**config.mk**
```make
export PLATFORM = sky130hd
export DESIGN_NAME = lsu_dmem_ctrl
export DESIGN_NICKNAME = d
export VERILOG_FILES = /design/src/rtl/lsu_dmem_ctrl.sv
export SDC_FILE = /design/constraint.sdc
export NUM_CORES = 1
export LEC_CHECK = 0
export CAP_MARGIN = 20
export CORE_MARGIN = 2
export CORE_UTILIZATION = 39
export DETAILED_ROUTE_END_ITERATION = 10
export GPL_ROUTABILITY_DRIVEN = 0
export HOLD_SLACK_MARGIN = 0.12
export PLACE_DENSITY = 0.78
export REMOVE_ABC_BUFFERS = 1
export SYNTH_ARGS = -nofsm -noshare
export SYNTH_HDL_FRONTEND = slang
export SYNTH_SLANG_ARGS = --single-unit
```
**constraint.sdc**
```tcl
create_clock -name clk -period 2.1 [get_ports clk]
set_input_delay 0.42 -clock clk [delete_from_list [all_inputs] [get_ports clk]]
set_output_delay 0.42 -clock clk [all_outputs]
set_load 0.005 [all_outputs]
```
**src/rtl/lsu_dmem_ctrl.sv**
```systemverilog
// Load/store initiator driving the DMEM port for the memory stage; optional macro MISALIGN_SPLIT_EN splits misaligned half/word accesses into byte accesses.
// Latency from accept: aligned load 3 / store 2; split load 2N+1 / store N+1; illegal or rejected request 1.
// Backpressure: req_ready high only in IDLE, one request in flight; the response is a one-cycle pulse with no backpressure.
module lsu_dmem_ctrl #(
    parameter int ADDR_W = 14
) (
    input  logic              clk,
    input  logic              rst_n,
    input  logic              req_valid,
    output logic              req_ready,
    input  logic              req_we,
    input  logic [1:0]        req_size,
    input  logic              req_sign,
    input  logic [ADDR_W-1:0] req_addr,
    input  logic [31:0]       req_wdata,
    output logic              rsp_valid,
    output logic [31:0]       rsp_rdata,
    output logic              rsp_err,
    output logic              dmem_rden,
    output logic              dmem_wen,
    output logic [1:0]        dmem_byte_sel,
    output logic              dmem_sign,
    output logic [ADDR_W-1:0] dmem_addr,
    output logic [31:0]       dmem_din,
    input  logic [31:0]       dmem_dout
);

    typedef enum logic [1:0] {
        S_IDLE  = 2'd0,
        S_ISSUE = 2'd1,
        S_WAIT  = 2'd2,
        S_RESP  = 2'd3
    } state_t;

    state_t state_q, state_d;
    logic   we_q;
    logic   accept;
    logic   req_mis;
    logic   req_illegal;
    logic   last;

    // Next values of the registered outputs
    logic              nxt_ready;
    logic              nxt_rsp_valid;
    logic              nxt_rsp_err;
    logic [31:0]       nxt_rdata;
    logic              nxt_rden;
    logic              nxt_wen;
    logic [1:0]        nxt_bsel;
    logic              nxt_sign;
    logic [ADDR_W-1:0] nxt_addr;
    logic [31:0]       nxt_din;

    assign accept  = req_valid && req_ready;
    assign req_mis = ((req_size == 2'b01) && req_addr[0]) ||
                     ((req_size == 2'b10) && (req_addr[1:0] != 2'b00));

`ifdef MISALIGN_SPLIT_EN
    logic              split_q;
    logic [1:0]        size_q;
    logic              sign_q;
    logic [ADDR_W-1:0] base_q;
    logic [31:0]       wdata_q;
    logic [1:0]        cnt_q, cnt_d, cnt_inc;
    logic [23:0]       asm_q, asm_d;
    logic [31:0]       wshift;

    assign req_illegal = (req_size == 2'b11);
    assign cnt_inc     = cnt_q + 2'd1;
    // A split half ends after byte 1, a split word after byte 3
    assign last        = !split_q || (cnt_q == ((size_q == 2'b10) ? 2'd3 : 2'd1));
    assign wshift      = wdata_q >> {cnt_inc, 3'b000};
`else
    assign req_illegal = (req_size == 2'b11) || req_mis;
    assign last        = 1'b1;
`endif

    // State register and latched request direction
    always_ff @(posedge clk) begin
        if (!rst_n) begin
            state_q <= S_IDLE;
            we_q    <= 1'b0;
        end else begin
            state_q <= state_d;
            if (accept) begin
                we_q <= req_we;
            end
        end
    end

    // Next-state and next-output decode; DMEM address/data/size hold unless a strobe is issued
    always_comb begin
        state_d       = state_q;
        nxt_rsp_valid = 1'b0;
        nxt_rsp_err   = 1'b0;
        nxt_rdata     = '0;
        nxt_rden      = 1'b0;
        nxt_wen       = 1'b0;
        nxt_bsel      = dmem_byte_sel;
        nxt_sign      = dmem_sign;
        nxt_addr      = dmem_addr;
        nxt_din       = dmem_din;
`ifdef MISALIGN_SPLIT_EN
        cnt_d         = cnt_q;
        asm_d         = asm_q;
`endif
        case (state_q)
            S_IDLE: begin
                if (accept) begin
                    if (req_illegal) begin
                        state_d       = S_RESP;
                        nxt_rsp_valid = 1'b1;
                        nxt_rsp_err   = 1'b1;
                    end else begin
                        state_d  = S_ISSUE;
                        nxt_rden = !req_we;
                        nxt_wen  = req_we;
                        nxt_bsel = req_size;
                        nxt_sign = req_sign;
                        nxt_addr = req_addr;
                        nxt_din  = req_wdata;
`ifdef MISALIGN_SPLIT_EN
                        cnt_d    = 2'd0;
                        asm_d    = '0;
                        if (req_mis) begin
                            nxt_bsel = 2'b00;
                            nxt_sign = 1'b0;
                            nxt_din  = {24'b0, req_wdata[7:0]};
                        end
`endif
                    end
                end
            end
            S_ISSUE: begin
                if (!we_q) begin
                    state_d = S_WAIT;
                end else if (last) begin
                    state_d       = S_RESP;
                    nxt_rsp_valid = 1'b1;
                end
`ifdef MISALIGN_SPLIT_EN
                else begin
                    nxt_wen  = 1'b1;
                    cnt_d    = cnt_inc;
                    nxt_addr = base_q + {{(ADDR_W-2){1'b0}}, cnt_inc};
                    nxt_din  = {24'b0, wshift[7:0]};
                end
`endif
            end
            S_WAIT: begin
                if (last) begin
                    state_d       = S_RESP;
                    nxt_rsp_valid = 1'b1;
                    nxt_rdata     = dmem_dout;
`ifdef MISALIGN_SPLIT_EN
                    if (split_q) begin
                        if (size_q == 2'b10) begin
                            nxt_rdata = {dmem_dout[7:0], asm_q};
                        end else begin
                            nxt_rdata = {{16{sign_q & dmem_dout[7]}}, dmem_dout[7:0], asm_q[7:0]};
                        end
                    end
`endif
                end
`ifdef MISALIGN_SPLIT_EN
                else begin
                    case (cnt_q)
                        2'd0:    asm_d[7:0]   = dmem_dout[7:0];
                        2'd1:    asm_d[15:8]  = dmem_dout[7:0];
                        default: asm_d[23:16] = dmem_dout[7:0];
                    endcase
                    state_d  = S_ISSUE;
                    nxt_rden = 1'b1;
                    cnt_d    = cnt_inc;
                    nxt_addr = base_q + {{(ADDR_W-2){1'b0}}, cnt_inc};
                end
`endif
            end
            S_RESP: begin
                state_d = S_IDLE;
            end
        endcase
        nxt_ready = (state_d == S_IDLE);
    end

    // Registered outputs
    always_ff @(posedge clk) begin
        if (!rst_n) begin
            req_ready     <= 1'b1;
            rsp_valid     <= 1'b0;
            rsp_rdata     <= '0;
            rsp_err       <= 1'b0;
            dmem_rden     <= 1'b0;
            dmem_wen      <= 1'b0;
            dmem_byte_sel <= 2'b00;
            dmem_sign     <= 1'b0;
            dmem_addr     <= '0;
            dmem_din      <= '0;
        end else begin
            req_ready     <= nxt_ready;
            rsp_valid     <= nxt_rsp_valid;
            rsp_rdata     <= nxt_rdata;
            rsp_err       <= nxt_rsp_err;
            dmem_rden     <= nxt_rden;
            dmem_wen      <= nxt_wen;
            dmem_byte_sel <= nxt_bsel;
            dmem_sign     <= nxt_sign;
            dmem_addr     <= nxt_addr;
            dmem_din      <= nxt_din;
        end
    end

`ifdef MISALIGN_SPLIT_EN
    // Split bookkeeping: latched request fields, byte counter and load assembly buffer
    always_ff @(posedge clk) begin
        if (!rst_n) begin
            split_q <= 1'b0;
            size_q  <= 2'b00;
            sign_q  <= 1'b0;
            base_q  <= '0;
            wdata_q <= '0;
            cnt_q   <= 2'd0;
            asm_q   <= '0;
        end else begin
            cnt_q <= cnt_d;
            asm_q <= asm_d;
            if (accept) begin
                split_q <= req_mis;
                size_q  <= req_size;
                sign_q  <= req_sign;
                base_q  <= req_addr;
                wdata_q <= req_wdata;
            end
        end
    end
`endif

endmodule

```
# Word level (Yosys, flattened, before mapping)
# Cells that the tools add are included.
# word_totals
register_bits,89
latch_bits,0
mem_bits_rw,0
rom_bits,0
out_inout_bits,86
elab_cells,43
memories,0
# classes
n_addsub,0
n_mul,0
div_mod_pow,0
magnitude_cmp,0
eq_ne,6
shift,0
muxes,8
n_bitwise,4
reduce_logical,13
# ops
op,n
$eq 2x2->1 const B,4
$pmux 2 s4,1
$eq 2x1->1 const B,2
$logic_not 2->1,2
$mux 1,4
$mux 2,2
$not 1->1,4
$reduce_and 2->1,2
$reduce_or 4->1,1
$logic_and 1x1->1,3
$pmux 1 s3,1
$reduce_and 3->1,1
$logic_or 1x1->1,2
$reduce_bool 2->1,1
$logic_not 1->1,1

# Depth between registers and ports, before layout
# Gate-level depths: netlist of the first run.
# depth
ltp_word,8
depth_mapped,8
ltp_nobuf,5

# Worst setup path before layout of the first run
# Ideal clock, no wire load.
# synth_path
path_kind,reg-to-reg
start,register state_q[0]
end,register dmem_addr[10]
setup_time_ps,72
t_arrival_ps,1401
path_slack_ps,628
path_stages_with_launch,9
period_less_slack_ps,1472
cell_sequence,dfxtp_1 -> inv_1 -> ha_1 -> nand3_1 -> o21ba_1 -> buf_4 -> buf_8 -> buf_12 -> mux2i_1
# synth_via
elab_chain_cells,2
# synth_lines
item,line_no,text
start: declaration,35,"state_t state_q, state_d;"
start signal: assignment,84,state_q <= state_d;
$logic_not 2->1,107,case (state_q)
$reduce_and 3->1 (no source line),-,
end signal: assignment,208,dmem_addr <= nxt_addr;
end: declaration,23,"output logic [ADDR_W-1:0] dmem_addr,"
# No other way between the ends.
# A chain may end at the register's enable or synchronous reset.

# Worst setup path in the final report of the first run
# layout_path
start,input port req_addr[0]
end,register dmem_din[14]
# layout_via
elab_chain_cells,6
word_cells_on_any_way,7
# layout_lines
item,line_no,text
start: declaration,14,"input logic [ADDR_W-1:0] req_addr,"
$reduce_bool 2->1,56,((req_size == 2'b10) && (req_addr[1:0] != 2'b00));
$logic_and 1x1->1,56,
$logic_or 1x1->1 *,55,assign req_mis = ((req_size == 2'b01) && req_addr[0]) ||
$logic_or 1x1->1 *,74,assign req_illegal = (req_size == 2'b11) || req_mis;
$not 1->1 (no source line) *,-,
$reduce_and 3->1 (no source line) *,-,
end signal: assignment,209,dmem_din <= nxt_din;
end: declaration,24,"output logic [31:0] dmem_din,"
# Mark *: on every way between the ends. The rest lies on a longest branch, timed or not.

==> implementation parameters, run 1 <==
Parameter                              Value

Clocking
  Clock root cell ... sky130_fd_sc_hd__clkbuf_8
  CTS H-tree depth ... 3
  CTS tree ... done
  Hold-fix buffers, CTS ... 0
  Number of sinks on the clock net ... 89
  Register clock-pin slew on the reported worst setup and hold paths ... about 70 ps
  Buffers inserted during post-CTS setup optimization ... 0
  Deepest clock path buffer count ... 2
  Insertion delay of the later-clocked pin in the worst-skew pair ... roughly 340 ps
  Clock buffer count from CTS ... 9
  Cts repair resizes ... 0

Power and ir drop
  Pwr Density ... 836 mW/mm2
  Overall Power ... around 4.4 mW
  Static power due to leakage ... just over 2 nW
  Largest voltage drop on the vdd net ... 0.000463 V

Route
  Post-detailed-routing wire length ... 8040 um
  Starting DRT DRC Count ... between 70 and 80
  Vias ... about 2700
  Number of search-and-repair iterations in the first detailed-routing pass ... 6
  Average routed wire per standard cell ... between 10 and 15 um
  Post-route antenna net violation count ... 0
  Remaining design rule violation count ... 0
  Average via count per standard cell ... 4.59

Setup path
  CP Capture Type ... flip-flop
  Critical Path Source Type ... primary input
  CP Data Required Time ... roughly 2400 ps
  Crit path DAT ... about 2000 ps
  Crit path kind ... in2reg
  Critical R2R Capture ... dmem_din[14]
  Maximum fanout along the worst path ... 20
  Startpoint of the worst-slack reg-to-reg timing path ... state_q[0]
  Logic depth of the worst register-to-register path ... 6
  Internal reg-to-reg setup slack ... about 460 ps

STA
  Total count of hold-check failures in the final report ... 0
  Upper clock frequency limit ... ~580 MHz
  Period Utilization, post-route ... 82.1%
  Final TNS setup ... 0 ps
  Slew @ Worst Pin ... about 380 ps
  Count of pins over their slew limit ... 0
  Final worst clock skew ... roughly 8.6 ps
  Hold slack final ... 462 ps
  Final setup violation count ... 0
  Worst-case setup margin in the final layout ... ~380 ps
  Slew margin rel. ... 74.8%
  Time the final worst path needs with I/O delays and setup ... around 1700 ps
  Setup repair after global routing missed its margin ... no

Floorplan
  Vertical die dimension ... around 95 um
  Horizontal die dimension ... roughly 95 um
  Cell row count ... 33
  I/O pin cnt ... between 150 and 200
  Area of the core region ... between 0.008 and 0.009 mm2
  Die ar. ... a little under 0.009 mm2
  Starting density of the core ... about two fifths

Cells and area
  Diode count ... 0
  Layout cell share with drive strength beyond 1 ... between 5 and 6%
  Final nets ... approximately 580
  Post-Route Utilization ... 64.3%
  Count of non-filler cells in the finished layout ... 598
  Non-Filler Cell Area, Final ... ~0.0052 mm2
  Number of filler instances in the final layout ... 684
  Area growth, synth to finish ... 62.9%

Job
  Count of maximum capacitance violations ... 0

Min path
  Worst hold path endpoint ... dmem_din[18]
  Worst min-delay path category ... reg2reg
  Hold Path Cell Cnt ... 2
  Critical hold path startpoint ... dmem_din[18]

Placement
  Area after detailed placement ... ~0.005 mm2
  HPWL after detailed placement ... between 6000 and 7000 um
  # port buffers ... 170
  Setup Slack @ Placement ... 50.7 ps
  Number of placed instances with taps included ... slightly below 600

Synthesis
  Synthesized area per cell ... just under 10 um2
  Syn Inst Count ... between 300 and 400
  Number of distinct library cell variants in the gate-level netlist after synthesis ... 26
  Number of synthesized register bits ... 89
  Yosys top cell by area ... sky130_fd_sc_hd__dfxtp_1
  Cell area after synthesis ... 0.00320 mm2
  Synth area leaders ... sky130_fd_sc_hd__dfxtp_1, sky130_fd_sc_hd__mux2i_1, sky130_fd_sc_hd__nand2_1
  Share of synthesized area occupied by flip-flops and latches ... a little under three fifths
  Top-area cell type share of the netlist area ... between 50% and 60%
  Warnings, synthesis ... 0

Global routing
  Congestion Overflow GR ... 0
  Number of global-route vias before repair ... between 2000 and 3000
  Global-route wire length before repair ... about 12000 um
  Number of antenna violations at the first check in global routing ... 0
  Largest net degree at the start of global routing ... 60
  All-layer global routing usage ... between 10% and 20%

Run status
  Result of the run ... finished clean
worst max-delay path, stage by stage:
cell	delay (ps)
sky130_fd_sc_hd__clkdlybuf4s50_1	470
sky130_fd_sc_hd__nor3_2	350
sky130_fd_sc_hd__o21ba_4	300
sky130_fd_sc_hd__buf_12	210
sky130_fd_sc_hd__mux2i_1	210
worst max path at each step:
stage                      from  depth (start not counted)  slack (ps)      endpoint
CTS                 req_addr[0]                          5         380  dmem_din[14]
finish              req_addr[0]                          5         380  dmem_din[14]
detailed placement  req_addr[0]                          5          50  dmem_din[14]
global route        req_size[0]                          5         340  dmem_din[23]
global placement    req_addr[0]                          5         170  dmem_addr[9]
floorplan            state_q[0]                          5        -690  dmem_addr[0]
cells by family after synthesis:
logic type	count (synthesis)	share of synthesized area, %
compound gates	10	2.23
simple gates	143	20.0
buf+inv	27	4.70
fa+ha+maj	5	1.96
flops	89	55.7
mux	49	15.3
layout make-up:
class | instances | area (um2) | share of cell area (%)
Clock inverter | 4 | 53.8 | 1.03
Clock buffer | 11 | 141 | 2.72
Tap cell | 105 | 131 | 2.52
Inverter | 3 | 11.3 | 0.216
Timing Repair Buffer | 179 | 1820 | 34.9
Sequential cell | 89 | 1780 | 34.2
Multi-Input combinational cell | 207 | 1270 | 24.4
registers in the layout (all words and copies together) (netlist names), 2 cells and up:
register	flops
dmem_byte_sel	2
dmem_din	32
state_q	2
rsp_rdata	32
dmem_addr	14
synth_stat cells:
master and instances:
sky130_fd_sc_hd__nand4_1 1, sky130_fd_sc_hd__o311a_1 1, sky130_fd_sc_hd__a211oi_1 1, sky130_fd_sc_hd__nor3b_1 2
sky130_fd_sc_hd__o21ba_1 1, sky130_fd_sc_hd__and2_1 1, sky130_fd_sc_hd__nor3_2 1, sky130_fd_sc_hd__buf_2 5
sky130_fd_sc_hd__a31oi_1 2, sky130_fd_sc_hd__buf_12 1, sky130_fd_sc_hd__buf_4 4, sky130_fd_sc_hd__clkbuf_1 13
sky130_fd_sc_hd__ha_1 5, sky130_fd_sc_hd__buf_8 1, sky130_fd_sc_hd__dfxtp_1 89, sky130_fd_sc_hd__nand3_1 2
sky130_fd_sc_hd__o21ai_0 1, sky130_fd_sc_hd__a21boi_0 1, sky130_fd_sc_hd__inv_1 3, sky130_fd_sc_hd__mux2i_1 49
sky130_fd_sc_hd__and3_1 32, sky130_fd_sc_hd__a21oi_1 2, sky130_fd_sc_hd__o31a_1 1, sky130_fd_sc_hd__nand2_1 100
sky130_fd_sc_hd__nor3_1 2, sky130_fd_sc_hd__nor2_1 2
layout by cell type (no fill, tap or decap), drive strengths merged, types with 2 or more instances in the layout:
master,n
buf,10
clkbuf,11
nand2,100
mux2i,49
nor3b,2
ha,5
clkdlybuf4s50,169
a21oi,2
nor3,3
and3,32
nand3,2
inv,3
nor2,2
clkinvlp,2
a31oi,2
dfxtp,89
per-layer routing:
layer  up-vias  global-route usage [%]  routed length [um]
li1       1389                       -                   -
met1      1261                    20.4                3370
met2        86                    31.8                4110
met3         7                    3.75                 466
met4         0                    6.16                  94
met5         -                       0                   0
power by group:
group          internal [mW]  switching (mW)  total (mW)
combinational          0.727           0.486        1.21
clock                  0.579           0.571        1.15
sequential              1.90          0.0973        1.99
No activity file was read; power rests on OpenSTA's default activity.
==> inputs of run 2 (changes only) <==
Settings changed: CORE_UTILIZATION 39 to 35, PLACE_DENSITY 0.78 to 0.74.
Clock period 2.1 ns to 1.55 ns, I/O delays scaled along.
==> run 2 against run 1 <==
  * Final cell count increased by 2.8%
  * Via count is 2.5% higher
  * Total power increased by 46%
  * Critical path type is now reg2reg
==> implementation parameters, run 2 (synthesized netlist as in run 1, its figures left out) <==
Parameter                              Value

Run status
  Result of the run ... finished clean

Global routing
  Largest net degree at the start of global routing ... 49
  Number of antenna violations at the first check in global routing ... 0
  All-layer global routing usage ... 16.6%
  Number of global-route vias before repair ... 2742
  Global-route wire length before repair ... approximately 13000 um
  Congestion Overflow GR ... 0

STA
  Slew @ Worst Pin ... 276 ps
  Hold slack final ... about 330 ps
  Time the final worst path needs with I/O delays and setup ... roughly 1500 ps
  Setup repair after global routing missed its margin ... yes
  Slew margin rel. ... roughly four fifths
  Upper clock frequency limit ... 653 MHz
  Worst-case setup margin in the final layout ... 19.6 ps
  Period Utilization, post-route ... 98.7%
  Final setup violation count ... 0
  Total count of hold-check failures in the final report ... 0
  Count of pins over their slew limit ... 0
  Final worst clock skew ... around 11 ps
  Final TNS setup ... 0 ps

Cells and area
  Number of filler instances in the final layout ... roughly 740
  Non-Filler Cell Area, Final ... ~0.0055 mm2
  Most frequent cells in the layout ... sky130_fd_sc_hd__clkdlybuf4s50_1, sky130_fd_sc_hd__nand2_1, sky130_fd_sc_hd__dfxtp_1
  Layout cell share with drive strength beyond 1 ... a little under an eighth
  Leading cell type in the layout, fill and taps excluded ... sky130_fd_sc_hd__clkdlybuf4s50_1
  Largest registers ranked by flip-flop count ... dmem_din x32, rsp_rdata x32, dmem_addr x14
  Diode count ... 0
  Final nets ... around 600
  Area growth, synth to finish ... 72.3%

Power and ir drop
  Sequential Power Share ... around 43%
  Pint ... between 4 and 5 mW
  Static power due to leakage ... about 2.6 nW
  Switching Share ... 27.1%
  Combinational fraction of design power ... between 20% and 30%
  Proportion of power drawn by the clock network ... between 20% and 30%
  Largest voltage drop on the vdd net ... 0.000644 V
  NetSw ... about 1.7 mW
  Overall Power ... between 6 and 7 mW
  Pwr Density ... 1150 mW/mm2

Clocking
  CTS tree ... done
  CTS H-tree depth ... 3
  Number of sinks on the clock net ... roughly 90
  Insertion delay of the later-clocked pin in the worst-skew pair ... 350 ps
  Clock buffer count from CTS ... 9
  Deepest clock path buffer count ... 2
  Clock root cell ... sky130_fd_sc_hd__clkbuf_8
  Hold-fix buffers, CTS ... 0
  Register clock-pin slew on the reported worst setup and hold paths ... around 90 ps

Placement
  HPWL after detailed placement ... 6310 um
  Setup Slack @ Placement ... -247 ps
  # port buffers ... 170
  Area after detailed placement ... between 0.005 and 0.006 mm2

Route
  Starting DRT DRC Count ... about 70
  Average routed wire per standard cell ... 14.2 um
  Vias ... approximately 2800
  Average via count per standard cell ... roughly 4.6
  Remaining design rule violation count ... 0
  Post-detailed-routing wire length ... ~9000 um
  Post-route antenna net violation count ... 0
  Number of search-and-repair iterations in the first detailed-routing pass ... 4

Setup path
  Maximum fanout along the worst path ... 8
  Crit path kind ... reg2reg
  CP Capture Type ... flip-flop
  Startpoint of the worst-slack reg-to-reg timing path ... state_q[1]
  CP Data Required Time ... 1830 ps
  Critical Path Source Type ... flip-flop
  Logic depth of the worst register-to-register path ... 6
  Internal reg-to-reg setup slack ... 20 ps
  Crit path DAT ... about 1800 ps
  Critical R2R Capture ... dmem_din[10]

Floorplan
  Horizontal die dimension ... 99.6 um
  Area of the core region ... 0.00881 mm2
  I/O pin cnt ... between 150 and 200
  Vertical die dimension ... between 90 and 100 um
  Cell row count ... 34
  Starting density of the core ... around 36%
  Die ar. ... roughly 0.0099 mm2

Min path
  Worst min-delay path category ... in2reg
  Hold Path Cell Cnt ... 2
  Critical hold path startpoint ... rst_n
  Worst hold path endpoint ... req_ready

Job
  Count of maximum capacitance violations ... 0
run 2: timing repair:
| action | CTS | global route |
|---|---|---|
| endpoints found under the setup margin | 3 | 81 |
| buffers inserted | 0 | 1 |
| cloned | 0 | 3 |
| pin swaps | 0 | 3 |
| gates resized for setup | 4 | 45 |
run 2: critical path, stage by stage, from the launching register on:
cell and delay [ps]:
sky130_fd_sc_hd__dfxtp_2 340, sky130_fd_sc_hd__inv_2 80, sky130_fd_sc_hd__ha_4 160, sky130_fd_sc_hd__nand3_4 70, sky130_fd_sc_hd__o21ba_4 390, sky130_fd_sc_hd__clkbuf_16 230
sky130_fd_sc_hd__mux2i_1 190
run 2: per-layer routing:
layer	GRT usage [%]	part of all wire, %	vias up
met5	0	0	-
met4	6.32	1.1	0
met3	3.72	4.1	12
met2	29.6	52	83
met1	19.4	43	1299
li1	-	-	1418
run 2: layout make-up:
cell class,instances,area (um2),share of cell area (%)
clock buffers,9,124,2.25
clock inverters,7,93.8,1.70
inverters,3,11.3,0.204
multi-input cells,207,1310,23.7
flip-flops and latches,89,1800,32.6
well taps,108,135,2.45
repair buffers,192,2040,37.0
run 2: how the worst max path moves through the flow:
stage	from	end	slack [ps]	cells after the start
floorplan	state_q[0]	dmem_addr[0]	-1240	5
global placement	req_addr[0]	dmem_din[2]	-170	5
detailed placement	req_addr[0]	dmem_addr[9]	-250	5
CTS	dmem_byte_sel[0]	dmem_byte_sel[0]	0.7	1
global route	state_q[1]	dmem_din[29]	-50	6
finish	state_q[1]	dmem_din[10]	20	6
run 2: power by group through the flow:
stage	combinational, mW	clock, mW	sequential (mW)
finish	1.89	1.74	2.72
global route	2.02	1.89	2.75
CTS	1.74	1.78	2.70
detailed placement	1.74	0	2.75
global placement	1.69	0	2.74
floorplan	0.651	0	2.77
run 2: through the flow:
stage / util (%) / std cells
6_report: 62.6 / 615
5_1_grt: 62.6 / 615
4_1_cts: 60.3 / 611
3_5_place_dp: 57.9 / 595
3_3_place_gp: 57.9 / 595
2_1_floorplan: - / 299
